<file path="config.mk">
export PLATFORM = sky130hd
export DESIGN_NAME = trap_controller
export DESIGN_NICKNAME = d
export VERILOG_FILES = /design/src/rtl/trap_controller.sv
export SDC_FILE = /design/constraint.sdc
export NUM_CORES = 1
export LEC_CHECK = 0
export BUFFER_PORTS_ARGS = -buffer_cell sky130_fd_sc_hd__buf_2
export CAP_MARGIN = 20
export CORE_MARGIN = 2
export CORE_UTILIZATION = 29
export CTS_CLUSTER_SIZE = 40
export DETAILED_ROUTE_END_ITERATION = 12
export REMOVE_ABC_BUFFERS = 1
export SYNTH_ARGS = -nofsm -noshare
export SYNTH_HDL_FRONTEND = slang
export SYNTH_SLANG_ARGS = --single-unit
</file>
<file path="constraint.sdc">
create_clock -name clk -period 4.8 [get_ports clk]
set_input_delay 1.44 -clock clk [delete_from_list [all_inputs] [get_ports clk]]
set_output_delay 1.44 -clock clk [all_outputs]
set_load 0.02 [all_outputs]
</file>
<file path="src/rtl/trap_controller.sv">
// trap_controller: supervisor trap controller for the pipelined RISC-V core.
// It holds the stvec, sscratch, sepc and scause CSRs and accepts trap requests
// from decode. On a trap it drains and flushes the pipeline, then redirects
// fetch to stvec. On SRET it redirects fetch back to sepc.
//
// Optional feature: define TRAP_NESTED_EN so that a trap taken while the
// handler runs re-captures sepc/scause and re-enters the drain. Without it,
// such a trap is a double fault and the core halts until reset.
//
// Ports:
//   clk, reset          core clock; asynchronous active-low reset
//   exc_valid/cause/pc  trap request, cause code and faulting PC from decode
//   sret_valid          SRET decoded in the decode stage
//   csr_we/addr/wdata   CSR write port
//   csr_rdata           combinational CSR read data (pre-write values)
//   flush, stall_fetch  pipeline kill and PC hold
//   redirect_valid/pc   one-cycle fetch redirect strobe and target
//   in_handler, halted  handler executing; core stopped on double fault
module trap_controller #(
  parameter int unsigned     XLEN         = 64,
  parameter logic [XLEN-1:0] HANDLER_BASE = 64'h0000_0000_0000_1000,
  parameter int unsigned     DRAIN_CYCLES = 3
) (
  input  logic            clk,
  input  logic            reset,
  input  logic            exc_valid,
  input  logic [31:0]     exc_cause,
  input  logic [XLEN-1:0] exc_pc,
  input  logic            sret_valid,
  input  logic            csr_we,
  input  logic [11:0]     csr_addr,
  input  logic [XLEN-1:0] csr_wdata,
  output logic [XLEN-1:0] csr_rdata,
  output logic            flush,
  output logic            stall_fetch,
  output logic            redirect_valid,
  output logic [XLEN-1:0] redirect_pc,
  output logic            in_handler,
  output logic            halted
);

  localparam logic [11:0] ADDR_STVEC    = 12'h105;
  localparam logic [11:0] ADDR_SSCRATCH = 12'h140;
  localparam logic [11:0] ADDR_SEPC     = 12'h141;
  localparam logic [11:0] ADDR_SCAUSE   = 12'h142;
  localparam logic [3:0]  DRAIN_LD      = 4'(DRAIN_CYCLES);

  typedef enum logic [2:0] {
    ST_IDLE, ST_DRAIN, ST_REDIRECT, ST_HANDLER, ST_RETURN, ST_HALT
  } state_e;

  state_e          state_q;
  logic [3:0]      cnt_q;
  logic [XLEN-1:0] stvec_q, stvec_d;
  logic [XLEN-1:0] sscratch_q, sscratch_d;
  logic [XLEN-1:0] sepc_q, sepc_d;
  logic [31:0]     scause_q, scause_d;
  logic            flush_q, stall_q, redirect_valid_q, in_handler_q, halted_q;
  logic [XLEN-1:0] redirect_pc_q;
  logic            capture;

  // Trap capture owns sepc/scause this cycle; a same-cycle software write to
  // either is dropped, while writes to the other CSRs still land.
  always_comb begin
    capture    = exc_valid && (state_q == ST_IDLE || state_q == ST_HANDLER);
    stvec_d    = stvec_q;
    sscratch_d = sscratch_q;
    sepc_d     = sepc_q;
    scause_d   = scause_q;
    if (csr_we) begin
      unique case (csr_addr)
        ADDR_STVEC:    stvec_d    = {csr_wdata[XLEN-1:2], 2'b00};
        ADDR_SSCRATCH: sscratch_d = csr_wdata;
        ADDR_SEPC:     if (!capture) sepc_d = {csr_wdata[XLEN-1:2], 2'b00};
        ADDR_SCAUSE:   if (!capture) scause_d = csr_wdata[31:0];
        default: ;
      endcase
    end
    if (capture) begin
      sepc_d = exc_pc;
`ifdef TRAP_NESTED_EN
      scause_d = exc_cause;
`else
      scause_d = (state_q == ST_HANDLER) ? 32'h8000_00FF : exc_cause;
`endif
    end
  end

  always_comb begin
    csr_rdata = '0;
    unique case (csr_addr)
      ADDR_STVEC:    csr_rdata = stvec_q;
      ADDR_SSCRATCH: csr_rdata = sscratch_q;
      ADDR_SEPC:     csr_rdata = sepc_q;
      ADDR_SCAUSE:   csr_rdata = {{(XLEN-32){1'b0}}, scause_q};
      default: ;
    endcase
  end

  // Redirect targets come from the _d values so a CSR write sampled on the
  // edge entering REDIRECT/RETURN is already reflected in the target.
  always_ff @(posedge clk or negedge reset) begin
    if (!reset) begin
      state_q          <= ST_IDLE;
      cnt_q            <= '0;
      stvec_q          <= HANDLER_BASE;
      sscratch_q       <= '0;
      sepc_q           <= '0;
      scause_q         <= '0;
      flush_q          <= 1'b0;
      stall_q          <= 1'b0;
      redirect_valid_q <= 1'b0;
      redirect_pc_q    <= '0;
      in_handler_q     <= 1'b0;
      halted_q         <= 1'b0;
    end else begin
      stvec_q          <= stvec_d;
      sscratch_q       <= sscratch_d;
      sepc_q           <= sepc_d;
      scause_q         <= scause_d;
      flush_q          <= 1'b0;
      stall_q          <= 1'b0;
      redirect_valid_q <= 1'b0;
      redirect_pc_q    <= '0;
      in_handler_q     <= 1'b0;
      halted_q         <= 1'b0;
      unique case (state_q)
        ST_IDLE: begin
          if (exc_valid) begin
            state_q <= ST_DRAIN;
            cnt_q   <= DRAIN_LD;
            flush_q <= 1'b1;
            stall_q <= 1'b1;
          end
        end
        ST_DRAIN: begin
          if (cnt_q == 4'd1) begin
            state_q          <= ST_REDIRECT;
            redirect_valid_q <= 1'b1;
            redirect_pc_q    <= stvec_d;
            flush_q          <= 1'b1;
          end else begin
            cnt_q   <= cnt_q - 4'd1;
            flush_q <= 1'b1;
            stall_q <= 1'b1;
          end
        end
        ST_REDIRECT: begin
          state_q      <= ST_HANDLER;
          in_handler_q <= 1'b1;
        end
        ST_HANDLER: begin
          if (exc_valid) begin
`ifdef TRAP_NESTED_EN
            state_q <= ST_DRAIN;
            cnt_q   <= DRAIN_LD;
            flush_q <= 1'b1;
            stall_q <= 1'b1;
`else
            state_q  <= ST_HALT;
            stall_q  <= 1'b1;
            halted_q <= 1'b1;
`endif
          end else if (sret_valid) begin
            state_q          <= ST_RETURN;
            redirect_valid_q <= 1'b1;
            redirect_pc_q    <= sepc_d;
            flush_q          <= 1'b1;
          end else begin
            in_handler_q <= 1'b1;
          end
        end
        ST_RETURN: state_q <= ST_IDLE;
        ST_HALT: begin
          stall_q  <= 1'b1;
          halted_q <= 1'b1;
        end
        default: state_q <= ST_IDLE;
      endcase
    end
  end

  assign flush          = flush_q;
  assign stall_fetch    = stall_q;
  assign redirect_valid = redirect_valid_q;
  assign redirect_pc    = redirect_pc_q;
  assign in_handler     = in_handler_q;
  assign halted         = halted_q;

endmodule

</file>
# [Word level (Yosys, flattened, before mapping)]
# Index checks and enable logic that the tools add are counted.
[word_totals] reg_bits=300
[classes] add_sub_neg=1 eq_ne=13 mux=34 n_bitwise=1 n_reduce_logical=11
[op_table] op="two-way mux 64 bit" n=8
[op_table] op="one-hot mux 64 bit (4 select lines)" n=1
[op_table] op="two-way mux 32 bit" n=4
[op_table] op="one-hot mux 64 bit (2 select lines)" n=1
[op_table] op="equality test 12 x 9 -> 1 bit, second input constant" n=4
[op_table] op="one-hot mux 3 bit (5 select lines)" n=1
[op_table] op="two-way mux 3 bit" n=4
[op_table] op="two-way mux 4 bit" n=2
[op_table] op="one-hot mux 4 bit (2 select lines)" n=1
[op_table] op="two-way mux 1 bit" n=7
[op_table] op="equality test 3 x 2 -> 1 bit, second input constant" n=2
[op_table] op="!= test 2 bit, second input constant" n=3
[op_table] op="one-hot mux 1 bit (2 select lines)" n=3
[op_table] op="one-hot mux 1 bit (3 select lines)" n=2
[op_table] op="nonzero test 2 bit" n=3
[op_table] op="equality test 4 x 1 -> 1 bit, second input constant" n=1
[op_table] op="AND reduction 2 bit" n=2
[op_table] op="AND reduction 4 bit" n=1
[op_table] op="subtractor 4 x 1 -> 4 bit, second input constant" n=1
[op_table] op="equality test 3 x 1 -> 1 bit, second input constant" n=1
[op_table] op="equality test 3 bit, second input constant" n=1
[op_table] op="zero test 3 bit" n=1
[op_table] op="!= test 3 bit, second input constant" n=1
[op_table] op="AND reduction 3 bit" n=1
[op_table] op="other kinds (4)" n=4

# [Longest topological paths before layout]
# Gate-level depths: netlist (run 1).
[logic_depth] ltp_word=7 mapped_depth=9 depth_no_buf=6

# [Worst setup path after synthesis (run 1)]
# No wires, ideal clock.
[synth_timing] kind="input-to-output" start="input port csr_addr[9]" end="output port csr_rdata[34]" arrival_ps=3231 required_ps=3360 setup_slack_ps=129 path_stages=7 n_path_buf=3 cell_sequence="or4b_1 -> buf_2 -> buf_2 -> nor4_2 -> clkbuf_1 -> a222oi_1 -> inv_1"
[synth_via] elab_chain_cells=2 word_cells_on_any_way=5 cone_classes="eq/ne (4); mux (1)"
[synth_lines] element="start: declaration" line="31" rtl="input logic [11:0] csr_addr,"
[synth_lines] element="equality test 12 x 9 -> 1 bit" line="91" rtl="unique case (csr_addr)"
[synth_lines] element="one-hot mux 64 bit (4 select lines) (*)" line="91"
[synth_lines] element="end: declaration" line="33" rtl="output logic [XLEN-1:0] csr_rdata,"
# Mark *: on every way between the ends. The rest lies on a longest branch, timed or not.

# [Worst setup path in the final report (run 1)]
[layout_timing] start="input port csr_addr[9]" end="output port csr_rdata[13]"
# The elaborated chain is that of the path after synthesis.

==> results.yml, run 1 <==
run_status:
  outcome: "finished clean"
routing:
  drt_first_pass_iters: 8
  vias: 11880
  routedWlPerCell_um: 24.56
  drtIter0Drc: 1248
  drt_wl_total_mm: 52.41
  drc: 0
  viasPerCell: 5.565
  drt.antenna.violating_nets: 0
cells_and_area:
  nNetsFinal: 1672
  fill_cells: 4795
  design_area_mm2: 0.01757
  fin_cells: 2134
  drive_gt1_frac: 0.3621
  fin_util: 0.3688
  area_growth_pct: 25.57
critical_path:
  reg2reg_slack_ns: 1.95
  path_cells: "buf_2, or4b_4, nor4_4, buf_12, nand2_1, o211ai_1, buf_2"
  cp_max_fo: 26
  start_kind: "input port"
  cpMaxStageDelayCell: "or4b_4"
  critPathMaxStageDelay_ns: 0.58
  reg2reg_from: "cnt_q[1]$_DFFE_PN0P_"
  cp_common_cell: "buf_2"
  rr_endpoint: "redirect_pc[8]$_DFF_PN0_"
  cp_data_arrival_time_ns: 3.28
  endpoint_kind: "output port"
  crit_required_ns: 3.36
  crit_type: "in2out"
  rr_worst_depth: 7
timing:
  fin_crit_sh: 0.9842
  fin_worst_skew_ns: 0.01433
  setup_ws_ns: 0.07588
  whs_ns: 0.4900
  slew_viol_final: 0
  slew_headroom: 0.4159
  finalHoldViolCount: 0
  worst_pin_slew_ns: 0.8761
  tns_ns: 0
  fmaxAchievable_mhz: 211.7
  rsz0062_at_grt: "no"
  min_period_ns: 4.724
  final-setup-viol-count: 0
die:
  die_h_um: 223.7
  start_util: 0.2937
  ios: 310
  fp.dieArea_mm2: 0.05002
  core_area_mm2: 0.04765
  rows: 80
  die_x_um: 223.7
synthesis:
  synth_edf_count: 0
  synthArstFlopShare: 1.000
  yosys.area.top_type: "dfrtp_1"
  yosysMostFrequentCell: "dfrtp_1"
  seq_area_frac_synth: 0.5366
  synth_top_flop_cell: "dfrtp_1"
  synth_seq_cells: 300
  synth_top_area_share: 0.5347
  netlist_area_mm2: 0.01399
  synth_area_leaders: "dfrtp_1, mux2_2, o41a_1"
  ys_top_cells_by_count: "dfrtp_1, nor2_1, mux2_2"
  ys_types: 47
  postSynthCellCount: 1222
  avgSynthCellArea_um2: 11.45
  yosysWarnings: 0
clocking:
  cts_hold_buf: 0
  post_cts_resized: 0
  clock-root-buffer: "clkbuf_16"
  insertion_delay_ns: 0.54
  cts.sinks: 300
  cts_tree: "built"
  post-cts-setup-buffers: 0
  clkTransAtPathRegs_ns: 0.06
  clock_path_buffers: 3
  htreeDepth: 2
  cts_buffers: 36
hold_path:
  min_to: "sscratch_q[56]$_DFFE_PN0P_"
  hp-class: "reg2reg"
  min-delay-start: "sscratch_q[56]$_DFFE_PN0P_"
  hold-path-cell-count: 1
placed_design:
  io_buffers: 309
  place_hpwl_mm: 32.32
  gp_congestion: 0.7737
  pre_cts_ws_ns: 0.09027
  placed_cell_area_mm2: 0.01639
  post-place-cells: 2070
power_and_ir_drop:
  peakVddDrop_v: 0.0002167
  design_power_total_mw: 7.981
  pwr_density_cell_mw_per_mm2: 454.2
  cellLeakagePower_nw: 8.314
global_routing:
  grt.overflow.total: 0
  grt_max_degree: 107
  antenna_found_initial: 10
  grt_use_total: 0.2062
  grt_first_pass_wirelength_mm: 78.40
  first_global_vias: 12660
job:
  drv_cap: 0
[sequential cells by signal (all words and copies together), names as in the netlist]
| register | flops |
|---|---|
| redirect_pc | 64 |
| sepc_q | 64 |
| sscratch_q | 64 |
| stvec_q | 64 |
| scause_q | 32 |
| cnt_q | 4 |
| state_q | 3 |
| flush | 1 |
| halted | 1 |
| in_handler | 1 |
| redirect_valid | 1 |
| stall_fetch | 1 |
[final cells by class]
class	count	area, um^2	share of cell area
clock inverters	8	71.32	0.004059
diodes	3	7.507	0.0004273
inverters	34	127.6	0.007264
repair buffers	352	2079	0.1184
well taps	615	769.5	0.04380
clock buffers	53	1096	0.06238
multi-input cells	769	5909	0.3363
flip-flops and latches	300	7508	0.4274
[kinds of logic after synthesis]
kind of cell | after synthesis | synth area share
buffers and inverters | 153 | 0.04623
XOR/XNOR | 1 | 0.0006261
flip-flops | 300 | 0.5366
AND/OR/NAND/NOR | 267 | 0.08620
AO/OA/AOI/OAI | 364 | 0.2199
adder cells (fa/ha/maj) | 2 | 0.001788
multiplexers | 135 | 0.1086
[layer usage]
layer  vias to the layer above  routed length, um  global-route usage
li1                       5154                  -                   -
met1                      6077              22520              0.2740
met2                       530              24300              0.3264
met3                       100               4080             0.04932
met4                        14               1433             0.07806
met5                         -                 80                   0
[how the worst max path moves through the flow]
stage / from / to
after floorplan: csr_addr[9] / csr_rdata[63]
after global placement: csr_addr[9] / csr_rdata[24]
after detailed placement: csr_addr[9] / csr_rdata[24]
after CTS: csr_addr[9] / csr_rdata[24]
after global routing: csr_addr[9] / csr_rdata[23]
final: csr_addr[9] / csr_rdata[13]
[power breakdown]
| group | switching (mW) | internal, mW | leakage [nW] |
|---|---|---|---|
| combinational | 1.12 | 0.799 | 3.83 |
| sequential | 0.298 | 3.03 | 3.91 |
| clock | 1.10 | 1.63 | 0.579 |
[placed cells by master, fill, tap and decap left out, types with 3 or more instances in the layout]
cell type / synthesis / final
a211oi_1: 62 / 62
buf_2: 22 / 308
o41a_1: 62 / 62
nand2b_1: 6 / 5
nor3_1: 5 / 5
a222oi_1: 37 / 37
a22oi_1: 29 / 29
clkbuf_16: 0 / 37
a21oi_1: 13 / 13
a21boi_0: 4 / 4
nor4b_2: 1 / 3
clkbuf_1: 84 / 5
clkinv_2: 0 / 5
o2bb2ai_1: 71 / 71
mux2_2: 119 / 119
a22o_1: 4 / 4
nor2_1: 144 / 143
nand2_1: 77 / 75
inv_1: 34 / 34
dfrtp_1: 299 / 299
nor2b_1: 4 / 4
mux2_1: 16 / 16
diode_2: 0 / 3
o211ai_1: 23 / 23
clkbuf_8: 0 / 11
buf_12: 0 / 16
buf_4: 0 / 27
nor4_4: 3 / 4
a2bb2oi_1: 23 / 23
o21ai_0: 31 / 31
[critical path, delay by kind of cell]
family,cells,cell delay (ns)
and+or+nand+nor,3,1.08
AOI/OAI and AO/OA,1,0.15
buffers and inverters,3,0.57
No activity file was read; power rests on OpenSTA's default activity.
==> run 2: changes to the inputs <==
--- a/config.mk
+++ b/config.mk
@@ -5,6 +5,7 @@
 export SDC_FILE = /design/constraint.sdc
 export NUM_CORES = 1
 export LEC_CHECK = 0
+export ABC_AREA = 1
 export BUFFER_PORTS_ARGS = -buffer_cell sky130_fd_sc_hd__buf_2
 export CAP_MARGIN = 20
 export CORE_MARGIN = 2
==> run 2 against run 1 <==
Register-to-register slack gained 0.59 ns. Synthesized area grew 1.9%. Power shrank 30%. Clock power shrank 2%. Hold slack lost 0.019 ns. Final area grew 0.44%. Clock skew shrank 0.0027 ns. Synthesized cell count grew 43%. Utilization shrank 0.67 points. First-iteration DRC count shrank 1.9%. Setup slack gained 0.34 ns. Largest power group is now the clock network.
==> results.yml, run 2 <==
timing:
  fin_crit_sh: 0.9139
  rsz0062_at_grt: "no"
  fin_worst_skew_ns: 0.01163
  final-setup-viol-count: 0
  slew_viol_final: 0
  fmaxAchievable_mhz: 228.0
  slew_headroom: 0.3362
  setup_ws_ns: 0.4133
  worst_pin_slew_ns: 0.9957
  min_period_ns: 4.387
  finalHoldViolCount: 0
routing:
  drc: 0
  drtIter0Drc: 1224
  drt_wl_total_mm: 46.90
  viasPerCell: 4.825
  vias: 13070
  routedWlPerCell_um: 17.32
  drt.antenna.violating_nets: 0
  drt_first_pass_iters: 7
die:
  die_x_um: 225.7
  rows: 81
  start_util: 0.2924
  ios: 310
  core_area_mm2: 0.04875
  die_h_um: 225.7
  fp.dieArea_mm2: 0.05094
synthesis:
  synth_edf_count: 0
  synth_top_area_share: 0.5249
  postSynthCellCount: 1752
  ys_top_cells_by_count: "nand2_1, dfrtp_1, o21ai_0"
  synth_area_leaders: "dfrtp_1, nand2_1, o21ai_0"
  yosysMostFrequentCell: "nand2_1"
  avgSynthCellArea_um2: 8.136
  seq_area_frac_synth: 0.5268
  yosysWarnings: 0
  yosys.area.top_type: "dfrtp_1"
  synth_seq_cells: 300
  synthArstFlopShare: 1.000
  ys_types: 30
  netlist_area_mm2: 0.01425
  synth_top_flop_cell: "dfrtp_1"
cells_and_area:
  fin_cells: 2708
  drive_gt1_frac: 0.2075
  final_cell_mix: "nand2_1, buf_2, dfrtp_1"
  fin_util: 0.3620
  layout_commonest_cell: "nand2_1"
  fill_cells: 5058
  area_growth_pct: 23.81
  nNetsFinal: 2195
  design_area_mm2: 0.01765
  ff_latch_area_mm2: 0.007508
  multiInputGateArea_mm2: 0.005787
clocking:
  clock-root-buffer: "clkbuf_16"
  htreeDepth: 2
  cts_tree: "built"
  cts_buffers: 37
  cts_hold_buf: 0
  post_cts_resized: 0
  clock_path_buffers: 3
  insertion_delay_ns: 0.54
  post-cts-setup-buffers: 0
  cts.sinks: 300
  clkTransAtPathRegs_ns: 0.06
critical_path:
  reg2reg_from: "state_q[2]$_DFFE_PN0P_"
  start_kind: "input port"
  crit_required_ns: 3.36
  endpoint_kind: "output port"
  crit_start: "csr_addr[0]"
  reg2reg_slack_ns: 2.54
  crit_type: "in2out"
  cp_max_fo: 35
  cp_data_arrival_time_ns: 2.95
  rr_endpoint: "sepc_q[58]$_DFF_PN0_"
  rr_worst_depth: 7
  endpoint: "csr_rdata[25]"
global_routing:
  antenna_found_initial: 7
  grt_max_degree: 106
  grt_use_total: 0.1823
  grt_first_pass_wirelength_mm: 72.57
  first_global_vias: 13220
  grt.overflow.total: 0
power_and_ir_drop:
  design_power_total_mw: 5.573
  cellLeakagePower_nw: 9.046
  pwr_density_cell_mw_per_mm2: 315.8
  peakVddDrop_v: 0.0002039
placed_design:
  placed_cell_area_mm2: 0.01648
  io_buffers: 309
  pre_cts_ws_ns: 0.4231
  post-place-cells: 2641
  gp_congestion: 0.8047
  place_hpwl_mm: 29.44
run_status:
  outcome: "finished clean"
job:
  drv_cap: 0
hold_path:
  hp-class: "reg2reg"
[run 2: changes by cell type in the layout (fill, tap and decap cells not counted), moves of 71 or more]
cell,before,now
o21ai_0,31,173
mux2_2,119,0
nand3_1,2,168
nor2_1,143,17
o2bb2ai_1,71,0
nand2_1,75,613
[run 2: layout make-up]
class	instances	share of cell area
clock inverters	14	0.004892
multi-input cells	1226	0.3279
clock buffers	52	0.06090
diodes	1	0.0001418
well taps	664	0.04708
repair buffers	339	0.1096
flip-flops and latches	300	0.4255
inverters	112	0.02396
[run 2: kinds of logic (layout without fill, tap and decap cells)]
group / count (synthesis) / after routing / share of synthesized area
compound gates: 216 / 216 / 0.08278
fa+ha+maj: 2 / 2 / 0.001755
buf+inv: 226 / 517 / 0.06987
flops: 300 / 300 / 0.5268
other cells: 0 / 1 / 0
simple gates: 1008 / 1008 / 0.3188
[run 2: where the power goes]
group	switching, mW	internal [mW]
clock network	1.11	1.57
registers	0.0270	2.59
logic	0.175	0.108
[run 2: worst min path at each step]
stage / start / to / slack (ns) / depth (start not counted)
floorplan: scause_q[10]$_DFFE_PN0P_ / scause_q[10]$_DFFE_PN0P_ / 0.44 / 2
global placement: scause_q[14]$_DFFE_PN0P_ / scause_q[14]$_DFFE_PN0P_ / 0.45 / 2
detailed placement: scause_q[8]$_DFFE_PN0P_ / scause_q[8]$_DFFE_PN0P_ / 0.46 / 2
CTS: scause_q[8]$_DFFE_PN0P_ / scause_q[8]$_DFFE_PN0P_ / 0.47 / 2
global route: scause_q[14]$_DFFE_PN0P_ / scause_q[14]$_DFFE_PN0P_ / 0.49 / 2
finish: scause_q[8]$_DFFE_PN0P_ / scause_q[8]$_DFFE_PN0P_ / 0.47 / 2
[run 2: per-layer routing]
metal	track usage	part of all wire	wire [um]
met1	0.2412	0.44	20770
met2	0.2922	0.45	21340
met3	0.04892	0.079	3708
met4	0.05234	0.022	1027
met5	0	0.0012	54
[run 2: through the flow]
stage / hold slack (ns) / TNS [ns]
6_report: 0.4711 / 0
5_1_grt: 0.4900 / 0
4_1_cts: 0.4741 / 0
3_5_place_dp: 0.4593 / 0
3_3_place_gp: 0.4543 / 0
2_1_floorplan: 0.4422 / -94.25
[run 2: critical path, stage by stage]
cell	delay [ns]
buf_2	0.09
inv_2	0.04
nor2_1	0.12
nand2_1	0.06
nor2_1	0.23
nand2_1	0.16
inv_2	0.14
buf_12	0.21
nand2_1	0.09
o2111ai_1	0.09
buf_2	0.21
==> run 3: changes to the inputs <==
--- a/config.mk
+++ b/config.mk
@@ -5,13 +5,13 @@
 export SDC_FILE = /design/constraint.sdc
 export NUM_CORES = 1
 export LEC_CHECK = 0
-export ABC_AREA = 1
 export BUFFER_PORTS_ARGS = -buffer_cell sky130_fd_sc_hd__buf_2
 export CAP_MARGIN = 20
 export CORE_MARGIN = 2
 export CORE_UTILIZATION = 29
 export CTS_CLUSTER_SIZE = 40
 export DETAILED_ROUTE_END_ITERATION = 12
+export MAX_ROUTING_LAYER = met4
 export REMOVE_ABC_BUFFERS = 1
 export SYNTH_ARGS = -nofsm -noshare
 export SYNTH_HDL_FRONTEND = slang
==> run 3 against run 2 <==
Power increased by 43%. Highest routed layer is now met4. Die area decreased by 1.8%. Largest power group is now sequential cells. Via count decreased by 8.7%. Clock-buffer cell count increased by 1. Utilization increased by 0.71 points. Hold slack improved by 0.017 ns. Global-route usage increased by 3.0 points. Final area decreased by 0.34%. Clock skew increased by 0.0026 ns. Clock power increased by 2%. Critical path type unchanged.
==> results.yml, run 3 (synthesis results as in run 1) <==
die:
  die_h_um: 223.7
  ios: 310
  rows: 80
  fp.dieArea_mm2: 0.05002
  core_area_mm2: 0.04765
  start_util: 0.2937
  die_x_um: 223.7
routing:
  drt_first_pass_iters: 8
  drt.antenna.violating_nets: 0
  viasPerCell: 5.569
  drtIter0Drc: 1260
  vias: 11920
  drc: 0
  drt_wl_total_mm: 52.48
  routedWlPerCell_um: 24.51
clocking:
  post_cts_resized: 0
  cts_tree: "built"
  htreeDepth: 2
  cts.sinks: 300
  insertion_delay_ns: 0.54
  cts_buffers: 36
  cts_hold_buf: 0
  clock_path_buffers: 3
  post-cts-setup-buffers: 0
  clock-root-buffer: "clkbuf_16"
  clkTransAtPathRegs_ns: 0.05
critical_path:
  reg2reg_from: "cnt_q[1]$_DFFE_PN0P_"
  rr_worst_depth: 7
  critPathTopFamily: "simple AND/OR/NAND/NOR gates"
  critPathMaxStageDelay_ns: 0.58
  cpMaxStageDelayCell: "or4b_4"
  cp_data_arrival_time_ns: 3.28
  cp_num_cells: 7
  endpoint_kind: "output port"
  cp_max_fo: 26
  worst-path-buf-inv: 3
  crit_required_ns: 3.36
  reg2reg_slack_ns: 1.95
  start_kind: "input port"
  path_cells: "buf_2, or4b_4, nor4_4, buf_12, nand2_1, o211ai_1, buf_2"
  cp_common_cell: "buf_2"
  rr_endpoint: "redirect_pc[8]$_DFF_PN0_"
  crit_type: "in2out"
cells_and_area:
  area_growth_pct: 25.69
  layout_commonest_cell: "buf_2"
  nNetsFinal: 1672
  final_cell_mix: "buf_2, dfrtp_1, nor2_1"
  drive_gt1_frac: 0.3621
run_status:
  outcome: "finished clean"
timing:
  slew_viol_final: 0
  tns_ns: 0
  rsz0062_at_grt: "no"
  fin_worst_skew_ns: 0.01426
  finalHoldViolCount: 0
  worst_pin_slew_ns: 0.8699
  slew_headroom: 0.4200
  fmaxAchievable_mhz: 211.7
  whs_ns: 0.4883
  min_period_ns: 4.723
  fin_crit_sh: 0.9839
  final-setup-viol-count: 0
job:
  drv_cap: 0
placed_design:
  io_buffers: 309
  place_hpwl_mm: 32.32
  gp_congestion: 0.7842
global_routing:
  grt_max_degree: 107
  grt.overflow.total: 0
  antenna_found_initial: 11
  grt_use_total: 0.2123
  first_global_vias: 12650
  grt_first_pass_wirelength_mm: 78.39
power_and_ir_drop:
  design_power_total_mw: 7.978
  peakVddDrop_v: 0.0002173
  pwr_density_cell_mw_per_mm2: 453.6
  cellLeakagePower_nw: 8.314
hold_path:
  hold-path-cell-count: 1
  hp-class: "reg2reg"
  min_to: "sscratch_q[8]$_DFFE_PN0P_"
  min-delay-start: "sscratch_q[8]$_DFFE_PN0P_"
## run 3: cell types whose count changed in the layout (fill, tap and decap cells not counted), moves of 61 or more
| cell | delta |
|---|---|
| a211oi_1 | +62 |
| and2_1 | -61 |
| inv_1 | -70 |
| mux2_2 | +119 |
| nand2_1 | -538 |
| nand3_1 | -166 |
| nand4_1 | -70 |
| nor2_1 | +126 |
| o21ai_0 | -142 |
| o2bb2ai_1 | +71 |
| o41a_1 | +62 |
## run 3: report_power, final
| part | switching, mW | internal, mW |
|---|---|---|
| logic | 1.13 | 0.799 |
| clock network | 1.10 | 1.63 |
| registers | 0.296 | 3.03 |
## run 3: how the worst max path moves through the flow
stage                            from            end  slack, ns
final                     csr_addr[9]  csr_rdata[13]       0.08
after global routing      csr_addr[9]  csr_rdata[23]       0.02
after floorplan           csr_addr[9]  csr_rdata[63]      -1.46
after detailed placement  csr_addr[9]  csr_rdata[24]       0.09
after global placement    csr_addr[9]  csr_rdata[24]       0.12
after CTS                 csr_addr[9]  csr_rdata[24]       0.09
## run 3: layout make-up
type,count,area (um^2)
diodes,10,25.02
fillers,4793,30060
clock buffers,53,1096
clock inverters,8,71.32
flip-flops and latches,300,7508
repair buffers,352,2079
inverters,34,127.6
well taps,615,769.5
multi-input cells,769,5909
## run 3: routing by layer
metal | GRT usage | part of all wire | up-vias
met2 | 0.3259 | 0.46 | 564
met4 | 0.07806 | 0.027 | 0
met3 | 0.04774 | 0.079 | 91
met1 | 0.2752 | 0.43 | 6096
met5 | - | 0 | -
li1 | - | - | 5173
## run 3: per-stage QoR
stage | instance area [um^2] | setup slack (ns) | std cells | util
after global placement | 16390 | 0.1178 | 2070 | 0.3441
final | 17590 | 0.07732 | 2141 | 0.3691
after CTS | 17560 | 0.08516 | 2131 | 0.3686
after global routing | 17590 | 0.02280 | 2141 | 0.3691
after detailed placement | 16390 | 0.09027 | 2070 | 0.3441
after floorplan | 13470 | -1.455 | 1103 | -
